### src/rtl/conv_pkg.sv
// Shared definitions for the convolution MAC controller: defaults, FSM
// state encodings and saturation limits.
package conv_pkg;

  localparam int FRAC_BITS_DEF   = 8;
  localparam int KERNEL_SIZE_DEF = 9;

  localparam logic [1:0] ST_IDLE   = 2'd0;
  localparam logic [1:0] ST_ACCUM  = 2'd1;
  localparam logic [1:0] ST_DRAIN  = 2'd2;
  localparam logic [1:0] ST_OUTPUT = 2'd3;

  function automatic longint sat_max(input int dw);
    return (longint'(1) <<< (dw - 1)) - longint'(1);
  endfunction

  function automatic longint sat_min(input int dw);
    return -(longint'(1) <<< (dw - 1));
  endfunction

endpackage

### src/rtl/mult_fixpoint.sv
// Sign-magnitude two's-complement multiplier; the most negative operand
// has no representable magnitude and therefore contributes zero.
module mult_fixpoint #(
  parameter int DATA_WIDTH = 16
) (
  input  logic [DATA_WIDTH-1:0]   a,
  input  logic [DATA_WIDTH-1:0]   b,
  output logic [2*DATA_WIDTH-1:0] p
);

  logic [DATA_WIDTH-2:0]   ma;
  logic [DATA_WIDTH-2:0]   mb;
  logic [2*DATA_WIDTH-1:0] mag;
  logic                    neg;

  always_comb begin
    ma  = a[DATA_WIDTH-1] ? -a[DATA_WIDTH-2:0] : a[DATA_WIDTH-2:0];
    mb  = b[DATA_WIDTH-1] ? -b[DATA_WIDTH-2:0] : b[DATA_WIDTH-2:0];
    mag = (2*DATA_WIDTH)'(ma) * (2*DATA_WIDTH)'(mb);
    // a zero magnitude always yields +0 regardless of operand signs
    neg = (a[DATA_WIDTH-1] ^ b[DATA_WIDTH-1]) && (mag != '0);
    p   = neg ? -mag : mag;
  end

endmodule

### src/rtl/conv_mac_ctrl.sv
// Streaming dot-product engine: accumulates KERNEL_SIZE pixel*weight pairs,
// adds bias, rounds, saturates and presents one result per kernel.
module conv_mac_ctrl
  import conv_pkg::*;
#(
  parameter int DATA_WIDTH  = 16,
  parameter int FRAC_BITS   = FRAC_BITS_DEF,
  parameter int KERNEL_SIZE = KERNEL_SIZE_DEF,
  parameter int ACC_WIDTH   = 40
) (
  input  logic                  clk,
  input  logic                  rst,
  input  logic                  in_valid,
  output logic                  in_ready,
  input  logic [DATA_WIDTH-1:0] pixel,
  input  logic [DATA_WIDTH-1:0] weight,
  input  logic [DATA_WIDTH-1:0] bias,
  output logic                  out_valid,
  input  logic                  out_ready,
  output logic [DATA_WIDTH-1:0] out_data,
  output logic                  busy
);

  if (ACC_WIDTH < 2*DATA_WIDTH + $clog2(KERNEL_SIZE) + 1) begin : g_acc_width_chk
    $error("conv_mac_ctrl: ACC_WIDTH too small for DATA_WIDTH/KERNEL_SIZE");
  end

  localparam int CW = $clog2(KERNEL_SIZE + 1);
  localparam logic [CW-1:0] KLAST_M1 = CW'(KERNEL_SIZE - 1);
  localparam logic signed [ACC_WIDTH-1:0] SAT_HI = ACC_WIDTH'(sat_max(DATA_WIDTH));
  localparam logic signed [ACC_WIDTH-1:0] SAT_LO = ACC_WIDTH'(sat_min(DATA_WIDTH));
  localparam logic signed [ACC_WIDTH-1:0] RND =
    (FRAC_BITS > 0) ? (ACC_WIDTH'(1) << (FRAC_BITS - 1)) : '0;

  logic [1:0]                    state;
  logic [CW-1:0]                 count;
  logic signed [ACC_WIDTH-1:0]   acc;
  logic [2*DATA_WIDTH-1:0]       prod;
  logic [2*DATA_WIDTH-1:0]       prod_q;
  logic                          p_valid;
  logic [DATA_WIDTH-1:0]         bias_q;
  logic                          accept;
  logic signed [ACC_WIDTH-1:0]   prod_ext;
  logic signed [ACC_WIDTH-1:0]   sum;
  logic signed [ACC_WIDTH-1:0]   shifted;
  logic [DATA_WIDTH-1:0]         result;

  mult_fixpoint #(.DATA_WIDTH(DATA_WIDTH)) u_mult (
    .a (pixel),
    .b (weight),
    .p (prod)
  );

  always_comb begin
    in_ready = !rst && ((state == ST_IDLE) || (state == ST_ACCUM));
    accept   = in_valid && in_ready;
    busy     = (state != ST_IDLE);
    prod_ext = {{(ACC_WIDTH-2*DATA_WIDTH){prod_q[2*DATA_WIDTH-1]}}, prod_q};
    sum      = acc
             + ({{(ACC_WIDTH-DATA_WIDTH){bias_q[DATA_WIDTH-1]}}, bias_q} <<< FRAC_BITS)
             + RND;
    shifted  = sum >>> FRAC_BITS;
    if (shifted > SAT_HI)      result = SAT_HI[DATA_WIDTH-1:0];
    else if (shifted < SAT_LO) result = SAT_LO[DATA_WIDTH-1:0];
    else                       result = shifted[DATA_WIDTH-1:0];
  end

  always_ff @(posedge clk) begin
    if (rst) begin
      state     <= ST_IDLE;
      count     <= '0;
      acc       <= '0;
      prod_q    <= '0;
      p_valid   <= 1'b0;
      bias_q    <= '0;
      out_valid <= 1'b0;
      out_data  <= '0;
    end else begin
      p_valid <= accept;
      if (accept) prod_q <= prod;
      case (state)
        ST_IDLE: if (accept) begin
          count  <= CW'(1);
          bias_q <= bias;
          acc    <= '0;
          state  <= (KERNEL_SIZE == 1) ? ST_DRAIN : ST_ACCUM;
        end
        ST_ACCUM: begin
          if (p_valid) acc <= acc + prod_ext;
          if (accept) begin
            count <= count + CW'(1);
            if (count == KLAST_M1) state <= ST_DRAIN;
          end
        end
        // the product of the final pair lands one edge after its accept,
        // so the result is formed only once no product is pending
        ST_DRAIN: begin
          if (p_valid) begin
            acc <= acc + prod_ext;
          end else begin
            out_data  <= result;
            out_valid <= 1'b1;
            state     <= ST_OUTPUT;
          end
        end
        ST_OUTPUT: if (out_ready) begin
          out_valid <= 1'b0;
          count     <= '0;
          state     <= ST_IDLE;
        end
        default: state <= ST_IDLE;
      endcase
    end
  end

endmodule

### config.mk
export PLATFORM = sky130hd
export DESIGN_NAME = conv_mac_ctrl
export DESIGN_NICKNAME = d
export VERILOG_FILES = /design/src/rtl/conv_pkg.sv /design/src/rtl/mult_fixpoint.sv /design/src/rtl/conv_mac_ctrl.sv
export SDC_FILE = /design/constraint.sdc
export NUM_CORES = 1
export LEC_CHECK = 0
export CELL_PAD_IN_SITES_DETAIL_PLACEMENT = 1
export CELL_PAD_IN_SITES_GLOBAL_PLACEMENT = 2
export CORE_MARGIN = 3
export CORE_UTILIZATION = 39
export DETAILED_ROUTE_END_ITERATION = 16
export PLACE_DENSITY = 0.85
export SLEW_MARGIN = 20
export SYNTH_ARGS = -nofsm -noshare
export SYNTH_HDL_FRONTEND = slang
export SYNTH_HIERARCHICAL = 1
export SYNTH_SLANG_ARGS = --single-unit
### constraint.sdc
create_clock -name clk -period 12.55 [get_ports clk]
set_input_delay 1.8825 -clock clk [delete_from_list [all_inputs] [get_ports clk]]
set_output_delay 1.8825 -clock clk [all_outputs]
set_load 0.01 [all_outputs]
---- Word level (Yosys, flattened, before mapping) ----
Cells that the tools add are included.
cells by class
  reductions and logical operators ........ 18
  div/mod/pow operators ................... 0
  multipliers ............................. 1
  muxes and demuxes ....................... 21
  bitwise operators ....................... 2
  shift operators ......................... 0
  add/sub/neg operators ................... 7
  eq/ne operators ......................... 10
  magnitude comparators ................... 2
operators with widths
  kind                                                           count
  2-to-1 mux 40 bit                                              2
  case mux 40 bit (2 select lines)                               1
  adder 40 x 32 -> 40 bit                                        1
  adder 40 bit                                                   1
  adder 40 x 8 -> 40 bit (second input constant)                 1
  > comparator 32 x 16 -> 1 bit (second input constant)          1
  less-than comparator 32 x 16 -> 1 bit (second input constant)  1
  2-to-1 mux 16 bit                                              2
  2-to-1 mux 32 bit                                              1
  negator 30 -> 32 bit                                           1
  multiplier 15 x 15 -> 30 bit                                   1
  2-to-1 mux 15 bit                                              2
  negator 15 bit                                                 2
  nonzero test 30 bit                                            1
  2-to-1 mux 4 bit                                               3
  case mux 4 bit (3 select lines)                                1
  2-to-1 mux 2 bit                                               5
  != test 2 bit (second input constant)                          4
  case mux 2 bit (4 select lines)                                1
  AND reduction 3 bit                                            2
  nonzero test 2 bit                                             3
  AND reduction 5 bit                                            1
  adder 4 x 1 -> 4 bit (second input constant)                   1
  == test 2 bit (second input constant)                          2
  other kinds (15)                                               20
storage, ports and cells
  memory bits (writable) .................. 0
  input port bits ......................... 52
  memory bits (read-only) ................. 0
  register bits after elaboration ......... 112
  output and inout bits ................... 19
  latch bits .............................. 0
  word-level logic and storage cells ...... 69
  memories kept ........................... 0

---- Depth between registers and ports, before layout ----
Gate-level depths: netlist of the first run.
  word-level depth ........................ 6
  gate-level depth with buffers ........... 35
  mapped depth without buffers ............ 30

---- By module ----
The synthesis of the first run kept the hierarchy.
modules (own cells, without submodules)
  module         sequential area each (µm²)  instances  area an instance (µm²)  cells an instance
  mult_fixpoint  0.0                         1          9381.5                  1182
  conv_mac_ctrl  2242.2                      1          8114.0                  1027

---- Worst setup path after synthesis of the first run ----
OpenSTA, ideal clock, no wires.
  path type ............................... in2reg
  start point ............................. in weight[0]
  end point ............................... reg prod_q[1]
  stages on the path ...................... 32
  slack ................................... 2049 ps
  library setup time ...................... 129 ps
  buffers on the path ..................... 3
  required time ........................... 12421 ps
  arrival time ............................ 10372 ps
  cell sequence ........................... inv_1 clkbuf_1 ha_1 nand2b_1 o21ai_0 nand2_1 o31ai_1 a21boi_0 xnor2_1 nor2_1 fa_1 fa_1 fa_1 fa_1 fa_1 inv_1 fa_1 inv_1 ha_1 buf_6 and2_4 and3_4 and2_4 or4_4 a2111oi_2 and4_1 buf_4 nand4_4 o21ai_2 mux2_1 nand2_1 o31ai_1
on the way
  word-level cells in the longest chain between the ends .. 6
  elaborated cells between the ends (all ways) .. 7
  those cells by class .................... add/sub: 2; mul: 1; mux: 2; reduce/logical: 2
ends and longest elaborated chain
  element                                                       RTL line             RTL
  start: declaration                                            conv_mac_ctrl.sv:16  input logic [DATA_WIDTH-1:0] weight,
  negator 15 bit                                                mult_fixpoint.sv:18  mb = b[DATA_WIDTH-1] ? -b[DATA_WIDTH-2:0] : b[DATA_WIDTH-2:0];
  2-to-1 mux 15 bit *                                           mult_fixpoint.sv:18
  multiplier 15 x 15 -> 30 bit *                                mult_fixpoint.sv:19  mag = (2*DATA_WIDTH)'(ma) * (2*DATA_WIDTH)'(mb);
  branches (longest 2 deep; another with negator 30 -> 32 bit)  n/a
  2-to-1 mux 32 bit *                                           mult_fixpoint.sv:22  p = neg ? -mag : mag;
  net prod[1]                                                   conv_mac_ctrl.sv:38  logic [2*DATA_WIDTH-1:0] prod;
  end signal: assignment                                        conv_mac_ctrl.sv:80  if (accept) prod_q <= prod;
  end: declaration                                              conv_mac_ctrl.sv:39  logic [2*DATA_WIDTH-1:0] prod_q;
Mark *: on every way through the listed nets, which the timed path passes.
A chain may end at the register's enable or synchronous reset.

---- Final worst setup path of the first run ----
  start point ............................. in pixel[3]
  end point ............................... reg prod_q[1]
on the way
  word-level cells in the longest chain between the ends .. 6
ends and longest elaborated chain
  element                         RTL line             RTL
  start: declaration              conv_mac_ctrl.sv:15  input logic [DATA_WIDTH-1:0] pixel,
  negator 15 bit                  mult_fixpoint.sv:17  ma = a[DATA_WIDTH-1] ? -a[DATA_WIDTH-2:0] : a[DATA_WIDTH-2:0];
  2-to-1 mux 15 bit *             mult_fixpoint.sv:17
  multiplier 15 x 15 -> 30 bit *  mult_fixpoint.sv:19
  nonzero test 30 bit *           mult_fixpoint.sv:21  neg = (a[DATA_WIDTH-1] ^ b[DATA_WIDTH-1]) && (mag != '0);
  logical AND 1 bit *             mult_fixpoint.sv:21
  2-to-1 mux 32 bit *             mult_fixpoint.sv:22
  net prod[1]                     conv_mac_ctrl.sv:38
The timed path passes the listed nets; every way through them passes the cells marked *.

==> impl_results.md, run 1 <==
* CTS buffer count at 9
* Outcome: finished clean
* WHS at 463 ps
* Port bufs at 70
* CP max-delay cell: or4_1
* Vias at 15.7k
* Vias per cell at 5.54
* Root buffer cell: clkbuf_16
* Top post-synthesis cells by area: fa_1 (19%), dfxtp_1 (13%), ha_1 (12%)
* Fill cells at 5333
* Max frequency at 85.9 MHz
* Vias in the first global route at 16.9k
* CP max stage delay at 670 ps
* Worst Clk Skew at 13.8 ps
* Relative max-transition margin at 26.5%
* Gpl congestion at 0.894
* Synth top area share at 19.3%
* H-tree levels at 3
* Share of cells above drive strength 1 at 5.48%
* FF/Latch Area at 2240 um2
* Yosys cell types at 107
* Post-synthesis async set-or-reset flop share at 0%
* Die width at 218 um
* Worst EP required at 12780 ps
* CP Max Fanout at 12
* Fin crit period at 11640 ps
* Buf/Inv on CP at 5
* Worst Hold Class: reg2reg
* TritonCTS sink count at 112
* First-pass GRT wire length at 90.4 mm
* Die Area at 47400 um2
* Final setup viols at 0
* CTS tree: yes
* Crit. End Element: flip-flop
* Row count at 76
* Clock Tree Buf Depth at 2
* Mapped Area at 17500 um2
* Post-CTS setup buffer count at 0
* Crit path launch type: input pin
* Prevailing post-synth register cell: dfxtp_1
* Sequential fraction of the synthesis area at 12.8%
* Post-Syn Instances at 2209
* DRT Wirelength at 54.9 mm
* ANT nets after route at 0
* Initial core utilization at 40.1%
* # DRC at 0
* WS Path Type: in2reg
* Post-Syn Nets at 2604
* Final Hold Vio Count at 0
* CTS Hold Bufs at 0
* Commonest non-fill, non-tap cell in the layout: nand2_1
* Reg clk slew, reported paths at 80 ps
* Final Slew Violations at 0
* Total Routing Usage GR at 23.6%
* Worst-skew pair later-pin latency at 370 ps
* Initial antenna violation count at 0
* Ports at 71
* Multi-input gate area at 14000 um2
* Yosys warns at 6
* Maximum number of pins on one net before global-route repair at 69
* DR pass1 iterations at 5
* Mean post-synth cell area at 7.92 um2
* Crit path arrival time at 11880 ps
* Seq cells post-synth at 112
* DPL Wire Length at 45.7 mm
* Congestion Overflow GR at 0
* Core area at 43600 um2
* Fin nets at 2636
* Most used cell, CP: fa_1
* Starting DRT DRC Count at 778
* Area Growth Syn to Fin at 9.27%
* Worst-Margin Slew at 1100 ps
* Die Y at 218 um
* Area leader, netlist: fa_1
* Max cap viols at 0
* # resized after CTS at 0
* Diode count at 0
* CP delay by family, top: adder cells
* Total Neg Setup Slack at 0 ps
* Final Cycle Share at 92.8%
* Most frequent cells in the layout: nand2_1 (280), inv_1 (237), nor2_1 (226)
* Wire per inst at 19.4 um
* RSZ-0062 raised after global routing: no
* Post-synth EDFFs at 0
==> registers in the layout, summed over array words and instances (netlist names) <==
register   cells
acc           40
prod_q        32
bias_q        16
out_data      16
count          4
state          2
out_valid      1
p_valid        1
==> layer usage <==
layer | track usage [%] | vias to the layer above | share of wire (%)
li1 | - | 7574 | -
met5 | 0 | - | 0
met1 | 30.8 | 7845 | 46
met3 | 1.81 | 67 | 2.2
met4 | 6.70 | 0 | 2.7
met2 | 42.0 | 210 | 49
==> stage by stage <==
step	instances	area [um2]	worst slack (ps)	utilization, %
finish	2831	19100	906	43.8
global route	2831	19100	254	43.8
global placement	2815	18800	860	43.1
floorplan	2209	17500	2050	-
CTS	2831	19100	924	43.8
detailed placement	2815	18800	549	43.1
==> worst min-delay path, cell delays in order, from the launching register on <==
cell and delay [ps]:
dfxtp_1 320, nand2_1 50, a21oi_1 50
==> path summary, 6_finish.rpt <==
check / slack [ps] / cells past startpoint / endpoint / startpoint
min: 460 / 2 / bias_q[12]$_SDFFE_PP0P_ / bias_q[12]$_SDFFE_PP0P_
max reg2reg: 7680 / 13 / out_data[14]$_SDFFE_PP0P_ / acc[7]$_SDFFE_PP0P_
max: 910 / 28 / prod_q[1]$_SDFFE_PP0P_ / pixel[3]
min reg2reg: 460 / 2 / bias_q[12]$_SDFFE_PP0P_ / bias_q[12]$_SDFFE_PP0P_
==> kinds of logic after synthesis <==
family	count (synthesis)	synth area share [%]
AO/OA/AOI/OAI	517	19.9
XOR/XNOR	135	6.80
adder cells (fa/ha/maj)	343	31.8
buffers and inverters	326	7.52
flip-flops	112	12.8
multiplexers	10	0.579
AND/OR/NAND/NOR	766	20.6
==> layout make-up <==
cell class	instances	area share (%)
Multi-Input combinational cell	1771	73.0
Sequential cell	112	11.7
Timing Repair Buffer	108	5.20
Inverter	239	4.69
Tap cell	585	3.83
Clock buffer	10	1.20
Clock inverter	6	0.321
==> cell usage after synthesis (6+ instances only) <==
master	instances
nand2_1	280
inv_1	238
nor2_1	227
ha_1	174
fa_1	169
a21oi_1	135
dfxtp_1	112
o21ai_0	100
xnor2_1	76
clkbuf_1	64
xor2_1	58
a21o_1	46
nand3_1	33
nor3_1	28
a22oi_1	24
nand4_1	24
o21a_1	23
a211oi_1	22
nand2b_1	21
or3_1	21
and2_1	19
nor2b_1	18
a31oi_1	17
and3_1	17
o31ai_1	16
o211ai_1	13
o21ai_1	12
o21bai_1	11
nor3b_1	10
or2_2	10
mux2i_1	9
a21oi_2	8
buf_2	8
a211o_1	7
and4_1	7
nor4_1	7
a221oi_1	6
o21ai_2	6
Power of run 1 is left out: the tool's default activity adds up to more than one toggle a clock period on the data nets, which glitch-free logic cannot reach.
==> inputs of run 2 (changes only) <==
--- a/config.mk
+++ b/config.mk
@@ -11,6 +11,7 @@
 export CORE_UTILIZATION = 39
 export DETAILED_ROUTE_END_ITERATION = 16
 export PLACE_DENSITY = 0.85
+export SKIP_LAST_GASP = 1
 export SLEW_MARGIN = 20
 export SYNTH_ARGS = -nofsm -noshare
 export SYNTH_HDL_FRONTEND = slang
==> results of run 2 <==
No change in the layout: final DEF, timing and power equal those of run 1.
Power of run 2 is left out for the same reason.
==> patch 1 (flow settings as in run 1) <==
One comparison of `count` changes from == to >=.
--- a/src/rtl/conv_mac_ctrl.sv
+++ b/src/rtl/conv_mac_ctrl.sv
@@ -89,7 +89,7 @@
           if (p_valid) acc <= acc + prod_ext;
           if (accept) begin
             count <= count + CW'(1);
-            if (count == KLAST_M1) state <= ST_DRAIN;
+            if (count >= KLAST_M1) state <= ST_DRAIN;
           end
         end
         // the product of the final pair lands one edge after its accept,
Behaviour: same outputs for any inputs over 10 cycles, from zero or initial values and one cycle with rst high; that may be too few to reach the edited logic, so the function may still have changed.
==> patch 1 against run 1 <==
- synthesized area is 0.16% higher
- final area is 0.33% higher
- setup slack better by 0.11 ns
- wire length is 7.2% lower
- critical path type unchanged
- sequential cell count stayed put
- global-route usage is 1.8 points lower
- largest cell class unchanged
Power is not shown: default switching activity piles up to over one toggle a cycle in this logic, so the estimate is an artifact.
==> patch 1: results (changes against run 1) <==
* Via Count at 15417 (-1.8%)
* Placement Setup Slack at 0.6473 ns (+0.09825 ns)
* WL final at 50920 microns (-7.2%)
* Synth Area in XOR/XNOR at 7.083% (+0.28 points)
* Max incr delay on CP at 0.73 ns (+0.06 ns)
* Largest net degree at the start of global routing at 88 (+28%)
* Initial DRC Count at 606 (-22%)
* Commonest cells post-synth: 291 x nand2_1, 240 x nor2_1, 237 x inv_1
* Crit path max fanout at 17 (+5)
* Status: finished, final reports clean
* Tightest Pin Transition at 1.076 ns (-0.02628 ns)
* Synth cell types at 105 (-1.9%)
* Area share of fa/ha/maj cells after synthesis at 31.73% (-0.050 points)
* Maximum clock frequency at 0.08670 GHz (+0.95%)
* Slowest CP cell: xnor2_1
* Hold Startpoint: acc[0]
* Total track usage at 21.78% (-1.8 points)
* Dpl cell area at 18860 sq um (+0.17%)
* GR met3 Demand/Resource at 2.020% (+0.21 points)
* DPL Wire Length at 42310 microns (-7.5%)
* Synth area leaders: fa_1 19%, dfxtp_1 13%, ha_1 12%
* Wire length of the first global-routing pass at 85130 microns (-5.8%)
* Final setup skew at 0.01479 ns (+0.0009372 ns)
* Compound-Gate Fraction of Synth Area at 18.79% (-1.1 points)
* M2 GR Usage at 40.46% (-1.5 points)
* Hold Slack at 0.4647 ns (+0.001193 ns)
* Final nets at 2616 (-0.76%)
==> patch 1: worst min-delay path, delay by kind of cell, from the launching register on <==
kind            cells  cell delay, ns
compound gates      1            0.05
flops               1            0.32
simple gates        1            0.05
==> patch 1: cell type report <==
class / instances / area (sq um) / share of cell area (%)
clock buffers: 11 / 252.7 / 1.318
flip-flops and latches: 112 / 2242 / 11.69
multi-input cells: 1758 / 14050 / 73.27
well taps: 592 / 740.7 / 3.862
clock inverters: 5 / 67.56 / 0.3523
repair buffers: 100 / 923.4 / 4.814
inverters: 240 / 900.9 / 4.697
==> patch 1: final timing paths <==
| check | to | cells past startpoint |
|---|---|---|
| worst max-delay path | prod_q[18] | 31 |
| worst min-delay path | acc[0] | 2 |
| worst max register to register | out_data[3] | 12 |
| worst min register to register | acc[0] | 2 |
==> patch 1: metal layers <==
metal  vias to the layer above  routed length, microns
met5                         -                       0
met4                         0                    1467
met2                       226                   25970
met3                        76                    1113
li1                       7500                       -
met1                      7615                   22380
==> patch 2 (config.mk and constraints of run 1) <==
Without the edit above. Set the package constant `KERNEL_SIZE_DEF` to 18 (it was 9).
--- a/src/rtl/conv_pkg.sv
+++ b/src/rtl/conv_pkg.sv
@@ -3,7 +3,7 @@
 package conv_pkg;
 
   localparam int FRAC_BITS_DEF   = 8;
-  localparam int KERNEL_SIZE_DEF = 9;
+  localparam int KERNEL_SIZE_DEF = 18;
 
   localparam logic [1:0] ST_IDLE   = 2'd0;
   localparam logic [1:0] ST_ACCUM  = 2'd1;
Formal check against the unedited RTL: not equivalent (a bounded check fails within 10 cycles, from zero or initial values and one cycle with rst high).
==> patch 2 against run 1 <==
- maximum frequency rose by 1.3%
- wire length down 7.3%
- synthesized cell count fell by 1.9%
- synthesized area fell by 2.4%
- via count down 2.3%
- sequential cell count grew 1
- sequential share of layout area rose by 0.13 points
- count of clock-buffer cells in the layout rose by 10
- setup slack better by 0.15 ns
- final area decreased by 0.19%
- first-iteration DRC count fell by 13%
- critical endpoint is now prod_q[29]
Power is not shown: default switching activity piles up to over one toggle a cycle in this logic, so the estimate is an artifact.
==> patch 2: results (changes against run 1) <==
* Status: finished, final reports clean
* Worst flop-to-flop path endpoint: out_data[0]
* Ratio of cells with drive above 1 in the final layout at 4.470% (-1.0 points)
* Total track usage at 22.04% (-1.6 points)
* # fillers at 5336 (+0.056%)
* Via Count at 15334 (-2.3%)
* Hold Startpoint: prod_q[12]
* Largest net degree at the start of global routing at 47 (-32%)
* Vias in the first global route at 16462 (-2.5%)
* Synth Register Bits at 113 (+0.89%)
* Critical Path AT at 11.81 ns (-0.07 ns)
* Hold Slack at 0.4591 ns (-0.004393 ns)
* Inverters, non-clock at 251 (+5.0%)
* Wire length of the first global-routing pass at 84110 microns (-6.9%)
* Seq/Total Area, Yosys at 13.25% (+0.43 points)
* WL met1 at 22260 microns (-11%)
* Met1 usage at 26.26% (-4.6 points)
* GR met3 Demand/Resource at 2.432% (+0.62 points)
* Number of buffers created by CTS at 17 (+8)
* Fin util at 44.20% (+0.40 points)
* DPL Wire Length at 42940 microns (-6.1%)
* Fraction of area in multi-input gates at 71.27% (-1.8 points)
* Multi-input gates at 1734 (-2.1%)
* R2R setup slack at 8.02 ns (+0.34 ns)
* Crit path max fanout at 15 (+3)
* Non-clock buffer area fraction after layout at 5.102% (-0.095 points)
* Mapped Avg Cell Area at 7.881 sq um (-0.50%)
* H-tree depth at 4 (+1)
* Routed wl met2 at 26190 microns (-3.6%)
* Clkbuf count at 20 (+10)
* Slew HR at 28.13% (+1.6 points)
* Synth cell types at 91 (-15%)
* Synth area leaders: fa_1 20%, dfxtp_1 13%, ha_1 13%
* Post-synthesis net count at 2562 (-1.6%)
* Slowest CP cell: nor4_4
* M2 GR Usage at 41.60% (-0.36 points)
* Placement Setup Slack at 0.6506 ns (+0.1016 ns)
* Final setup skew at 0.007255 ns (-0.006595 ns)
* Clock Network Area Fraction at 2.997% (+1.5 points)
* Bufs w/o clock at 107 (-0.93%)
* Worst Hold End: prod_q[12]
* Dpl cell area at 18500 sq um (-1.7%)
* R2R Path Start: bias_q[15]
* Worst-skew pair later-pin latency at 0.43 ns (+0.06 ns)
* Reg2reg path depth at 11 (-2)
* DR vias/cell at 5.434 (-2.0%)
==> patch 2: changes by cell type in the layout (fill, tap and decap cells not counted), sizes merged, moves of 9 or more <==
cell and change:
a21oi -15, a22o +9, clkbuf +10, inv +10
nand3 +30, nor2 +16, o21a -10, o21ai -42
o32ai +15, xnor2 +12
==> patch 2: worst max-delay path by stage <==
stage,start,to,slack (ns),depth (start not counted)
after floorplan,weight[0],prod_q[1],2.22,30
final,weight[0],prod_q[29],1.05,31
after global routing,weight[0],prod_q[28],0.37,31
after CTS,weight[0],prod_q[29],1.09,31
after detailed placement,weight[0],prod_q[29],0.65,31
after global placement,weight[0],prod_q[29],0.99,30
==> patch 2: cells by family (layout without fill, tap and decap cells) <==
logic type,Yosys count,after routing,share of synthesized area [%]
simple gates,785,785,21.12
compound gates,453,453,17.94
fa+ha+maj,343,343,32.56
buf+inv,320,390,7.151
xor+xnor,142,142,7.283
flops,113,113,13.25
mux,11,11,0.7034
